## src/rtl/irq_pkg.sv

```systemverilog
// -----------------------------------------------------------------------------
// irq_pkg
// Shared definitions for the interrupt scheduler and its neighbours on the
// 8-bit peripheral register bus.
//   - irq_state_t   : scheduler state encoding, also visible in the status reg
//   - *_ADDR        : default register addresses on the peripheral bus
//   - irq_stat_byte : packs the status register byte
// -----------------------------------------------------------------------------
package irq_pkg;

  typedef enum logic [1:0] {
    IDLE = 2'd0,
    REQ  = 2'd1,
    SVC  = 2'd2
  } irq_state_t;

  // Timer/counter block addresses share this map with the scheduler.
  localparam logic [7:0] TC0_BASE_ADDR = 8'h60;
  localparam logic [7:0] TC1_BASE_ADDR = 8'h68;

  // Interrupt scheduler defaults.
  localparam logic [7:0] IRQ_MASK_ADDR = 8'h70;
  localparam logic [7:0] IRQ_STAT_ADDR = 8'h71;

  // Status byte layout: {state[1:0], 1'b0, idx[4:0]}.
  function automatic logic [7:0] irq_stat_byte(input irq_state_t st,
                                               input logic [4:0] idx);
    return {st, 1'b0, idx};
  endfunction

endpackage

```

## src/rtl/irq_sched_if.sv

```systemverilog
// -----------------------------------------------------------------------------
// irq_sched_if
// CPU handshake plus peripheral register bus seen by the interrupt scheduler.
//   global_ie  : CPU I bit                 (master -> slave)
//   cpu_ack    : CPU takes the vector      (master -> slave)
//   cpu_reti   : return-from-interrupt     (master -> slave)
//   cpu_irq    : interrupt request         (slave  -> master)
//   cpu_vector : vector, valid with irq    (slave  -> master)
//   addr/write/read/wdata : register bus   (master -> slave)
//   rdata      : combinational read data   (slave  -> master)
// -----------------------------------------------------------------------------
interface irq_sched_if;
  logic       global_ie;
  logic       cpu_ack;
  logic       cpu_reti;
  logic       cpu_irq;
  logic [7:0] cpu_vector;
  logic [7:0] addr;
  logic       write;
  logic       read;
  logic [7:0] wdata;
  logic [7:0] rdata;

  modport master (
    output global_ie, cpu_ack, cpu_reti, addr, write, read, wdata,
    input  cpu_irq, cpu_vector, rdata
  );

  modport slave (
    input  global_ie, cpu_ack, cpu_reti, addr, write, read, wdata,
    output cpu_irq, cpu_vector, rdata
  );
endinterface

```

## src/rtl/irq_prio_enc.sv

```systemverilog
// -----------------------------------------------------------------------------
// irq_prio_enc
// Fixed-priority encoder: reports the lowest set bit of i_req.
//   i_req   : request vector, bit 0 has the highest priority
//   o_valid : at least one bit set
//   o_index : index of the lowest set bit (0 when none)
// Purely combinational.
// -----------------------------------------------------------------------------
module irq_prio_enc #(
  parameter int N = 8
) (
  input  logic [N-1:0] i_req,
  output logic         o_valid,
  output logic [4:0]   o_index
);

  // Scan from the top down so the lowest set bit is the last one to land.
  always_comb begin
    o_valid = |i_req;
    o_index = 5'd0;
    for (int i = N - 1; i >= 0; i--) begin
      o_index = i_req[i] ? 5'(i) : o_index;
    end
  end

endmodule

```

## src/rtl/irq_sched.sv

```systemverilog
// -----------------------------------------------------------------------------
// irq_sched
// Interrupt scheduler between level-sensitive interrupt sources and the CPU.
// Masks requests, picks the highest-priority one (lowest index), presents its
// vector, pulses the source's executed line on ack and waits for reti before
// arbitrating again.
//   clk, rst    : clock, asynchronous active-high reset
//   i_src_req   : level requests from the sources
//   o_src_exec  : one-cycle executed pulse to the granted source
//   bus         : CPU handshake and register bus (slave side)
// -----------------------------------------------------------------------------
module irq_sched
  import irq_pkg::*;
#(
  parameter int         N_SRC     = 8,
  parameter logic [7:0] VEC_BASE  = 8'h01,
  parameter logic [7:0] MASK_ADDR = IRQ_MASK_ADDR,
  parameter logic [7:0] STAT_ADDR = IRQ_STAT_ADDR
) (
  input  logic             clk,
  input  logic             rst,
  input  logic [N_SRC-1:0] i_src_req,
  output logic [N_SRC-1:0] o_src_exec,
  irq_sched_if.slave       bus
);

  irq_state_t       r_state;
  irq_state_t       w_state_nxt;
  logic [4:0]       r_idx;
  logic [4:0]       w_idx_nxt;
  logic [N_SRC-1:0] r_mask;
  logic [N_SRC-1:0] w_mask_load;
  logic             w_mask_wr;
  logic             r_irq;
  logic             w_irq_nxt;
  logic [7:0]       r_vector;
  logic [7:0]       w_vector_nxt;
  logic [N_SRC-1:0] r_exec;
  logic [N_SRC-1:0] w_exec_nxt;

  logic [N_SRC-1:0] w_eligible;
  logic [N_SRC-1:0] w_idx_onehot;
  logic             w_idx_elig;
  logic             w_win_valid;
  logic [4:0]       w_win_idx;
  logic [7:0]       w_rdata;

  // Arbitration always sees the mask as it was before this cycle's write.
  assign w_eligible  = i_src_req & r_mask;
  assign w_mask_wr   = bus.write && (bus.addr == MASK_ADDR);
  assign w_mask_load = N_SRC'(bus.wdata);

  irq_prio_enc #(.N(N_SRC)) u_prio (
    .i_req   (w_eligible),
    .o_valid (w_win_valid),
    .o_index (w_win_idx)
  );

  // One-hot of the latched winner; used for the exec pulse and withdrawal test.
  always_comb begin
    w_idx_onehot = '0;
    for (int i = 0; i < N_SRC; i++) begin
      w_idx_onehot[i] = (r_idx == 5'(i));
    end
    w_idx_elig = |(w_idx_onehot & w_eligible);
  end

  // Next-state and next-output logic of the scheduler FSM.
  always_comb begin
    w_state_nxt  = r_state;
    w_idx_nxt    = r_idx;
    w_irq_nxt    = 1'b0;
    w_vector_nxt = 8'h00;
    w_exec_nxt   = '0;
    case (r_state)
      IDLE: begin
        if (bus.global_ie && w_win_valid) begin
          w_state_nxt  = REQ;
          w_idx_nxt    = w_win_idx;
          w_irq_nxt    = 1'b1;
          w_vector_nxt = VEC_BASE + {3'b000, w_win_idx};
        end else begin
          w_state_nxt  = IDLE;
        end
      end
      REQ: begin
        // Ack beats a simultaneous drop of global_ie or withdrawal.
        if (bus.cpu_ack) begin
          w_state_nxt = SVC;
          w_exec_nxt  = w_idx_onehot;
        end else if (!bus.global_ie || !w_idx_elig) begin
          w_state_nxt = IDLE;
          w_idx_nxt   = 5'd0;
        end else begin
          w_irq_nxt    = 1'b1;
          w_vector_nxt = r_vector;
        end
      end
      SVC: begin
        if (bus.cpu_reti) begin
          w_state_nxt = IDLE;
          w_idx_nxt   = 5'd0;
        end else begin
          w_state_nxt = SVC;
        end
      end
      default: begin
        w_state_nxt = IDLE;
        w_idx_nxt   = 5'd0;
      end
    endcase
  end

  // State, latched index, mask and registered outputs.
  always_ff @(posedge clk or posedge rst) begin
    if (rst) begin
      r_state  <= IDLE;
      r_idx    <= 5'd0;
      r_mask   <= '0;
      r_irq    <= 1'b0;
      r_vector <= 8'h00;
      r_exec   <= '0;
    end else begin
      r_state  <= w_state_nxt;
      r_idx    <= w_idx_nxt;
      r_irq    <= w_irq_nxt;
      r_vector <= w_vector_nxt;
      r_exec   <= w_exec_nxt;
      if (w_mask_wr) begin
        r_mask <= w_mask_load;
      end
    end
  end

  // Combinational register read mux.
  always_comb begin
    w_rdata = 8'h00;
    if (bus.read && (bus.addr == MASK_ADDR)) begin
      w_rdata = 8'(r_mask);
    end else if (bus.read && (bus.addr == STAT_ADDR)) begin
      w_rdata = irq_stat_byte(r_state, r_idx);
    end else begin
      w_rdata = 8'h00;
    end
  end

  assign bus.cpu_irq    = r_irq;
  assign bus.cpu_vector = r_vector;
  assign bus.rdata      = w_rdata;
  assign o_src_exec     = r_exec;

endmodule

```

## src/flat_wrapper.sv

```systemverilog
// flat-port wrapper written by rule: the top's interface ports become plain ports
module irq_sched_flat import irq_pkg::*;
#(
  parameter int         N_SRC     = 8,
  parameter logic [7:0] VEC_BASE  = 8'h01,
  parameter logic [7:0] MASK_ADDR = IRQ_MASK_ADDR,
  parameter logic [7:0] STAT_ADDR = IRQ_STAT_ADDR
)
  (clk, rst, i_src_req, o_src_exec, bus_global_ie, bus_cpu_ack, bus_cpu_reti, bus_addr, bus_write, bus_read, bus_wdata, bus_cpu_irq, bus_cpu_vector, bus_rdata);
  irq_sched_if bus_i ();
  input  logic clk;
  input  logic rst;
  input  logic [N_SRC-1:0] i_src_req;
  output logic [N_SRC-1:0] o_src_exec;
  input wire logic [$bits(bus_i.global_ie)-1:0] bus_global_ie;
  input wire logic [$bits(bus_i.cpu_ack)-1:0] bus_cpu_ack;
  input wire logic [$bits(bus_i.cpu_reti)-1:0] bus_cpu_reti;
  input wire logic [$bits(bus_i.addr)-1:0] bus_addr;
  input wire logic [$bits(bus_i.write)-1:0] bus_write;
  input wire logic [$bits(bus_i.read)-1:0] bus_read;
  input wire logic [$bits(bus_i.wdata)-1:0] bus_wdata;
  output wire logic [$bits(bus_i.cpu_irq)-1:0] bus_cpu_irq;
  output wire logic [$bits(bus_i.cpu_vector)-1:0] bus_cpu_vector;
  output wire logic [$bits(bus_i.rdata)-1:0] bus_rdata;
  assign bus_i.global_ie = bus_global_ie;
  assign bus_i.cpu_ack = bus_cpu_ack;
  assign bus_i.cpu_reti = bus_cpu_reti;
  assign bus_i.addr = bus_addr;
  assign bus_i.write = bus_write;
  assign bus_i.read = bus_read;
  assign bus_i.wdata = bus_wdata;
  assign bus_cpu_irq = bus_i.cpu_irq;
  assign bus_cpu_vector = bus_i.cpu_vector;
  assign bus_rdata = bus_i.rdata;
  irq_sched #(.N_SRC(N_SRC), .VEC_BASE(VEC_BASE), .MASK_ADDR(MASK_ADDR), .STAT_ADDR(STAT_ADDR)) u_core (.clk(clk), .rst(rst), .i_src_req(i_src_req), .o_src_exec(o_src_exec), .bus(bus_i));
endmodule
```

## config.mk

```make
export PLATFORM = sky130hd
export DESIGN_NAME = irq_sched_flat
export DESIGN_NICKNAME = d
export VERILOG_FILES = /design/src/rtl/irq_pkg.sv /design/src/rtl/irq_sched_if.sv /design/src/rtl/irq_prio_enc.sv /design/src/rtl/irq_sched.sv /design/src/flat_wrapper.sv
export SDC_FILE = /design/constraint.sdc
export NUM_CORES = 1
export LEC_CHECK = 0
export ABC_AREA = 1
export CORE_MARGIN = 4
export CORE_UTILIZATION = 35
export CTS_BUF_LIST = sky130_fd_sc_hd__clkbuf_8
export CTS_CLUSTER_SIZE = 8
export DETAILED_ROUTE_END_ITERATION = 8
export PLACE_DENSITY_LB_ADDON = 0.25
export SLEW_MARGIN = 20
export SYNTH_ARGS = -nofsm -noshare
export SYNTH_HDL_FRONTEND = slang
export SYNTH_SLANG_ARGS = --single-unit
```

## constraint.sdc

```tcl
create_clock -name clk -period 4.2 [get_ports clk]
set_input_delay 0.42 -clock clk [delete_from_list [all_inputs] [get_ports clk]]
set_output_delay 0.42 -clock clk [all_outputs]
set_load 0.01 [all_outputs]
```

Word-level counts from Yosys, hierarchy flattened
Cells that the tools add are included.
W data, S select, Z words.
{"block": "totals", "regBits": 32, "inputBits": 31, "word_cells": 67, "out_inout_bits": 25}
{"block": "op_classes", "bitwise": 2, "reduce_logical": 12, "n_eq_ne": 16, "muxes": 30, "n_addsub": 1}
{"op": "$mux W8", "count": 7}
{"op": "$mux W3", "count": 8}
{"op": "$eq A5 B3 Y1 const B", "count": 4}
{"op": "$mux W5", "count": 4}
{"op": "$and A8 B8 Y8", "count": 2}
{"op": "$eq A8 B7 Y1 const B", "count": 2}
{"op": "$pmux W8 S2", "count": 1}
{"op": "$reduce_or A8 Y1", "count": 2}
{"op": "$pmux W5 S3", "count": 1}
{"op": "$eq A5 B2 Y1 const B", "count": 2}
{"op": "$mux W2", "count": 3}
{"op": "$pmux W2 S3", "count": 1}
{"op": "$eq A5 B1 Y1 const B", "count": 1}
{"op": "$logic_not A5 Y1", "count": 1}
{"op": "$add A1 B3 Y4 const A", "count": 1}
{"op": "$logic_and A1 B1 Y1", "count": 4}
{"op": "$mux W1", "count": 4}
{"op": "$ne A2 B1 Y1 const B", "count": 2}
{"op": "$ne A2 B2 Y1 const B", "count": 2}
{"op": "$reduce_and A4 Y1", "count": 1}
{"op": "$ne A3 B2 Y1 const B", "count": 1}
{"op": "$eq A2 B1 Y1 const B", "count": 1}
{"op": "$eq A2 B2 Y1 const B", "count": 1}
{"op": "$logic_not A1 Y1", "count": 2}
{"op": "3 further kinds", "count": 3}

Longest topological paths before layout
Gate-level depths: netlist of the first run.
{"block": "logic_depth", "word_depth": 12, "depth_mapped": 13, "ltp_nobuf": 13}

By module
A second synthesis of the first run with hierarchy kept.
{"block": "hier_totals", "cells_unflattened": 223, "area_unflattened_um2": 1759.2}
{"mod": "irq_sched", "seq_area_each_um2": 750.7, "instances": 1, "cells_each": 198, "area_per_inst_um2": 1641.6}
{"mod": "irq_prio_enc", "seq_area_each_um2": 0.0, "instances": 1, "cells_each": 25, "area_per_inst_um2": 117.6}

Least setup slack after synthesis of the first run
No wires, ideal clock.
{"block": "synth_path", "path_kind": "input port to output port", "from": "in bus_addr[0]", "to": "out bus_rdata[7]", "cell_stages": 5, "n_path_buf": 0, "slack_ns": 2.646, "required_ns": 3.780, "t_arrival_ns": 1.134, "path_cell_list": "nor4_4 -> nand2_1 -> inv_1 -> nand2_1 -> o21ai_0"}
{"block": "synth_via", "elab_chain_cells": 4}
{"item": "start: declaration", "line": "flat_wrapper.sv:18", "text": "input wire logic [$bits(bus_i.addr)-1:0] bus_addr;"}
{"item": "$eq A8 B7 Y1", "line": "irq_sched.sv:140", "text": "end else if (bus.read && (bus.addr == STAT_ADDR)) begin"}
{"item": "$logic_and A1 B1 Y1", "line": "irq_sched.sv:140"}
{"item": "$mux W8", "line": "irq_sched.sv:140"}
{"item": "$mux W8 (*)", "line": "irq_sched.sv:138", "text": "if (bus.read && (bus.addr == MASK_ADDR)) begin"}
{"item": "end: declaration", "line": "flat_wrapper.sv:24", "text": "output wire logic [$bits(bus_i.rdata)-1:0] bus_rdata;"}
Mark *: on every way between the ends. The rest lies on a longest branch, timed or not.

Worst setup path in the final report of the first run
{"block": "layout_path", "from": "in bus_addr[0]", "to": "out bus_rdata[6]"}
The elaborated chain is that of the path after synthesis.

==> results of run 1 <==
cells in the final DEF, fill, tap and decap left out, types with 4 or more instances in the layout:
cell type / instances
conb_1: 4
clkbuf_8: 4
nor4_1: 6
clkdlybuf4s50_1: 51
nand2_2: 5
inv_1: 22
nor2_2: 6
a21oi_2: 5
dfrtp_1: 26
nand2_1: 53
nor2_1: 17
nand3_1: 8
power groups by stage:
stage / Clock (W) / Combinational [W] / Sequential [W]
global placement: 0 / 0.000147 / 0.000303
detailed placement: 0 / 0.000148 / 0.000303
finish: 0.000164 / 0.000147 / 0.000299
floorplan: 0 / 0.000105 / 0.000291
global route: 0.000180 / 0.000165 / 0.000302
CTS: 0.000167 / 0.000148 / 0.000299
per-layer routing:
layer	vias to the layer above	global-route usage
met5	-	0
met4	0	0.0503
met3	6	0.0162
met2	31	0.228
met1	618	0.182
li1	689	-
area by class of cell:
| cell class | instances | area (µm²) | share of cell area |
|---|---|---|---|
| inverter | 27 | 111 | 0.0532 |
| timing repair buffer | 51 | 510 | 0.244 |
| clock buffer | 4 | 55.1 | 0.0263 |
| tap | 50 | 62.6 | 0.0299 |
| sequential | 26 | 651 | 0.311 |
| multi-input combinational | 131 | 702 | 0.336 |
final timing paths:
kind / start / end / slack [ns] / cells past startpoint
worst min register to register: u_core.bus.cpu_vector[1] / u_core.bus.cpu_vector[1] / 0.48 / 2
min in group asynchronous: rst / u_core.o_src_exec[0] / 0.55 / 2
worst min-delay path: u_core.bus.cpu_vector[1] / u_core.bus.cpu_vector[1] / 0.48 / 2
max in group asynchronous: rst / u_core.r_mask[4] / 3.21 / 2
worst max register to register: u_core.r_idx[0] / u_core.bus.cpu_irq / 2.68 / 9
worst max-delay path: bus_addr[0] / bus_rdata[6] / 1.50 / 7
logic make-up (layout without fill, tap and decap cells):
family                     after synthesis  after routing
DFF                                     26             26
buffers and inverters                   35             82
and+or+nand+nor                        109            109
AOI/OAI and AO/OA                       16             16
adders and majority gates                1              1
xor gates and xnor gates                 1              1
other                                    1              4
sequential cells by signal, indices dropped and copies added, names as in the netlist:
signal                 flops
u_core.bus.cpu_irq         1
u_core.bus.cpu_vector      4
u_core.o_src_exec          8
u_core.r_idx               3
u_core.r_mask              8
u_core.r_state             2
per-stage QoR:
stage / hold slack (ns) / total power, W / utilization / std cells / setup WS (ns)
floorplan: 0.460 / 0.000396 / - / 192 / 2.65
global placement: 0.459 / 0.000450 / 0.495 / 285 / 1.54
detailed placement: 0.465 / 0.000451 / 0.495 / 285 / 1.53
CTS: 0.489 / 0.000615 / 0.508 / 289 / 1.52
global route: 0.499 / 0.000648 / 0.508 / 289 / 1.34
finish: 0.482 / 0.000610 / 0.508 / 289 / 1.50
critical path, delay by kind of cell:
kind / cells / cell delay (ns)
buffers and inverters: 3 / 1.18
and+or+nand+nor: 3 / 0.61
AOI/OAI and AO/OA: 1 / 0.08
==> impl_metrics.env, run 1 <==
export IMPL_ys_flop_type="dfrtp_1"
export IMPL_path_cells="clkdlybuf4s50_1, nor4_4, nand2_1, inv_1, nand2_1, o21ai_1, clkdlybuf4s50_1"
export IMPL_clock_latency_ns=0.27
export IMPL_dp_hpwl_mm=2.72
export IMPL_yosysSeqAreaShare=0.426
export IMPL_hold_class="reg -> reg"
export IMPL_end_kind="output port"
export IMPL_cp_slowest_cell="clkdlybuf4s50_1"
export IMPL_synth_top_family_by_area="simple AND/OR/NAND/NOR gates"
export IMPL_drtPass1Iterations=4
export IMPL_post_route_period_util=0.643
export IMPL_synth_compound_area_frac=0.0794
export IMPL_drv_cap=0
export IMPL_critPathMaxStageDelay_ns=0.56
export IMPL_cts_root_buf="clkbuf_8"
export IMPL_globalplace_congestion=0.770
export IMPL_dr_wl_met2_mm=1.68
export IMPL_cp_required_ns=3.78
export IMPL_cts_htree_levels=1
export IMPL_design_portCount=56
export IMPL_synth_top_area_frac=0.426
export IMPL_die_x_um=74.1
export IMPL_status="completed"
export IMPL_drtAntennaViolNets=0
export IMPL_dr_max_layer_used="met4"
export IMPL_netlist_top_cells_count="nand2_1 (53), dfrtp_1 (26), inv_1 (23)"
export IMPL_yosys_warnings=0
export IMPL_yosysTopAreaCell="dfrtp_1"
export IMPL_clock_sinks=26
export IMPL_powerDensity_nw_per_um2=291
export IMPL_io_buffer_count=51
export IMPL_grt_max_degree=27
export IMPL_synth_most_common_cell="nand2_1"
export IMPL_slew_violations=0
export IMPL_syn_avg_cell_area_um2=8.08
export IMPL_fmax_mhz=370
export IMPL_antennaDiodeCount=0
export IMPL_drive_above_1_share=0.146
export IMPL_wire_per_inst_um=11.8
export IMPL_async_reset_ff_frac=1.00
export IMPL_cts_resized=0
export IMPL_syn_to_final_growth_pct=36.9
export IMPL_post_cts_buffers=0
export IMPL_synthMuxAreaShare=0
export IMPL_p_leak_nw=1.05
export IMPL_synth_simple_area_share=0.356
export IMPL_fp_dieArea_um2=5490
export IMPL_viasPerCell=4.65
export IMPL_fin_setup_tns_ns=0
export IMPL_hold_buffers=0
export IMPL_arrival_ns=2.28
export IMPL_drt_met1_wl_mm=1.53
export IMPL_startpoint_type="input port"
export IMPL_min_period_ns=2.70
export IMPL_synth_edf_count=0
export IMPL_floorplan_core_area_um2=4120
export IMPL_grt_pass1_wl_mm=5.80
export IMPL_wl_mm=3.42
export IMPL_finalSetupViolations=0
export IMPL_rows=23
export IMPL_dr_wl_met3_um=149
export IMPL_clkPwrFrac=0.270
export IMPL_dr_first_iter_drc_count=84
export IMPL_synth_cell_types=34
export IMPL_finalInstanceArea_um2=2090
export IMPL_grt_usage=0.137
export IMPL_syn_cell_area_um2=1530
export IMPL_maxSlewHeadroom=0.361
export IMPL_clkTransAtPathRegs_ns=0.09
export IMPL_grt_overflow=0
export IMPL_crit_path_max_fanout=6
export IMPL_comb_power_share=0.241
export IMPL_syn_inst=189
export IMPL_drcViolationCount=0
export IMPL_switching_share=0.306
export IMPL_clockBufferDepth=2
export IMPL_cts_tree="built"
export IMPL_power_frac_seq=0.490
export IMPL_critical_path_class="in -> out"
export IMPL_rsz0062_at_grt="false"
export IMPL_synth_seq_cells=26
export IMPL_grt_pass1_vias=1263
export IMPL_tightest_slew_ns=0.952
export IMPL_hold_violations=0
export IMPL_p_switching_w=0.000187
export IMPL_die_h_um=74.1
export IMPL_synthAdderAreaFrac=0.00819
export IMPL_cts_buffers=3
export IMPL_start_util=0.371
export IMPL_synth_area_leaders="dfrtp_1 (43%), nand2_1 (13%), inv_1 (5.7%), nor2_1 (4.2%), buf_6 (2.9%)"
export IMPL_dpl_cell_area_um2=2040
export IMPL_intPower_w=0.000423
export IMPL_num_nets_final=272
export IMPL_vias=1344
export IMPL_antenna_found_initial=0
export IMPL_vdd_drop_max_v=0.000129
export IMPL_fin_worst_skew_ns=0.00402
export IMPL_fillers=403
export IMPL_synth_xor_area_frac=0.00573
Power figures use the tool's default switching activity.
==> run 2: changes to the inputs <==
==> constraint.sdc (replaced) <==
create_clock -name clk -period 2.2 [get_ports clk]
set_input_delay 0.22 -clock clk [delete_from_list [all_inputs] [get_ports clk]]
set_output_delay 0.22 -clock clk [all_outputs]
set_load 0.01 [all_outputs]
==> run 2 against run 1 <==
Compared with the run above: register-to-register slack lost 2.0 ns; global-route usage rose by 0.33 points; clock-buffer cell count stayed put; critical path type unchanged.
==> impl_metrics.env, run 2 (synthesis gave the netlist of run 1 again) <==
export IMPL_fin_worst_skew_ns=0.00278
export IMPL_setup_ws_ns=0.394
export IMPL_power_frac_seq=0.491
export IMPL_layout_commonest_cell="nand2_1"
export IMPL_clkTransAtPathRegs_ns=0.09
export IMPL_r2r_cells=13
export IMPL_cp_slowest_cell="clkdlybuf4s50_1"
export IMPL_die_x_um=74.1
export IMPL_clkPwrFrac=0.266
export IMPL_post_route_period_util=0.821
export IMPL_critical_path_class="in -> out"
export IMPL_cts_htree_levels=1
export IMPL_p_leak_nw=1.22
export IMPL_antennaDiodeCount=0
export IMPL_num_nets_final=275
export IMPL_viasPerCell=4.56
export IMPL_grt_overflow=0
export IMPL_finalPower_w=0.00116
export IMPL_fin_setup_tns_ns=0
export IMPL_grt_max_degree=27
export IMPL_critPathMaxStageDelay_ns=0.46
export IMPL_intPower_w=0.000810
export IMPL_comb_power_share=0.243
export IMPL_fmax_mhz=554
export IMPL_grt_pass1_wl_mm=6.00
export IMPL_hold_buffers=0
export IMPL_status="completed"
export IMPL_io_buffer_count=51
export IMPL_slew_violations=0
export IMPL_rows=23
export IMPL_clock_sinks=26
export IMPL_clockBufferDepth=2
export IMPL_arrival_ns=1.59
export IMPL_finalInstanceArea_um2=2140
export IMPL_drive_above_1_share=0.165
export IMPL_powerDensity_nw_per_um2=543
export IMPL_design_portCount=56
export IMPL_drv_cap=0
export IMPL_whs_ns=0.297
export IMPL_dr_first_iter_drc_count=79
export IMPL_crit_path_max_fanout=5
export IMPL_min_period_ns=1.81
export IMPL_drtPass1Iterations=4
export IMPL_switching_share=0.303
export IMPL_startpoint_type="input port"
export IMPL_p_switching_w=0.000352
export IMPL_path_cells="clkdlybuf4s50_1, nor4b_1, nand2_1, o21ai_1, dlymetal6s2s_1"
export IMPL_hold_violations=0
export IMPL_cts_buffers=3
export IMPL_cts_tree="built"
export IMPL_rsz0062_at_grt="false"
export IMPL_grt_usage=0.140
export IMPL_floorplan_core_area_um2=4120
export IMPL_antenna_found_initial=0
export IMPL_seq_area_um2=651
export IMPL_wl_mm=3.47
export IMPL_layout_common_cells="nand2_1 (52), clkdlybuf4s50_1 (43), dfrtp_1 (26)"
export IMPL_end_kind="output port"
export IMPL_dp_slack_ns=-0.0478
export IMPL_cp_required_ns=1.98
export IMPL_start_util=0.371
export IMPL_drcViolationCount=0
export IMPL_multiInputGateArea_um2=707
export IMPL_cts_root_buf="clkbuf_8"
export IMPL_vdd_drop_max_v=0.000240
export IMPL_finalSetupViolations=0
export IMPL_hold_class="in -> async"
export IMPL_syn_to_final_growth_pct=40.0
export IMPL_dpl_cell_area_um2=2050
export IMPL_globalplace_congestion=0.746
export IMPL_fillers=402
export IMPL_die_h_um=74.1
export IMPL_fp_dieArea_um2=5490
export IMPL_drtAntennaViolNets=0
export IMPL_vias=1331
export IMPL_dp_hpwl_mm=2.84
export IMPL_wire_per_inst_um=11.9
export IMPL_grt_pass1_vias=1269
export IMPL_clock_latency_ns=0.27
-- run 2: routing by layer --
metal	part of all wire	up-vias	GRT usage
met2	0.49	31	0.237
met1	0.45	602	0.183
li1	-	694	-
met3	0.045	4	0.0189
met4	0.015	0	0.0503
met5	0	-	0
-- run 2: path summary, 6_finish.rpt --
path	slack, ns	start	to
min	0.30	rst	u_core.bus.cpu_irq
min in group clk	0.49	bus_wdata[2]	u_core.r_mask[2]
max	0.39	bus_addr[1]	bus_rdata[7]
min reg2reg	0.49	u_core.bus.cpu_vector[1]	u_core.bus.cpu_vector[1]
max in group asynchronous	1.66	rst	u_core.r_mask[1]
max reg2reg	0.69	u_core.r_mask[6]	u_core.bus.cpu_vector[2]
-- run 2: worst max-delay path, delay by kind of cell --
| kind | cells | cell delay (ns) |
|---|---|---|
| simple gates | 2 | 0.53 |
| compound gates | 1 | 0.19 |
| buf+inv | 2 | 0.64 |
-- run 2: power by group through the flow --
stage	clock network [W]	registers [W]	logic, W
after CTS	0.000316	0.000570	0.000288
final	0.000309	0.000570	0.000283
after floorplan	0	0.000556	0.000200
after detailed placement	0	0.000580	0.000286
after global routing	0.000344	0.000576	0.000318
after global placement	0	0.000578	0.000281
-- run 2: repair_timing --
action,4_1_cts,5_1_grt
pin swaps,1,0
cloned,0,0
endpoints found under the setup margin,6,8
gates resized for setup,2,9
setup buffers,1,0
-- run 2: final cells by class --
cell class | instances | share of cell area
Inverter | 27 | 0.0520
Clock buffer | 4 | 0.0257
Timing Repair Buffer | 54 | 0.258
Multi-Input combinational cell | 131 | 0.330
Tap cell | 50 | 0.0292
Sequential cell | 26 | 0.304
-- run 2: per-stage QoR --
step	util	std cells
floorplan	-	192
global placement	0.499	287
detailed placement	0.499	287
CTS	0.514	292
global route	0.520	292
finish	0.520	292
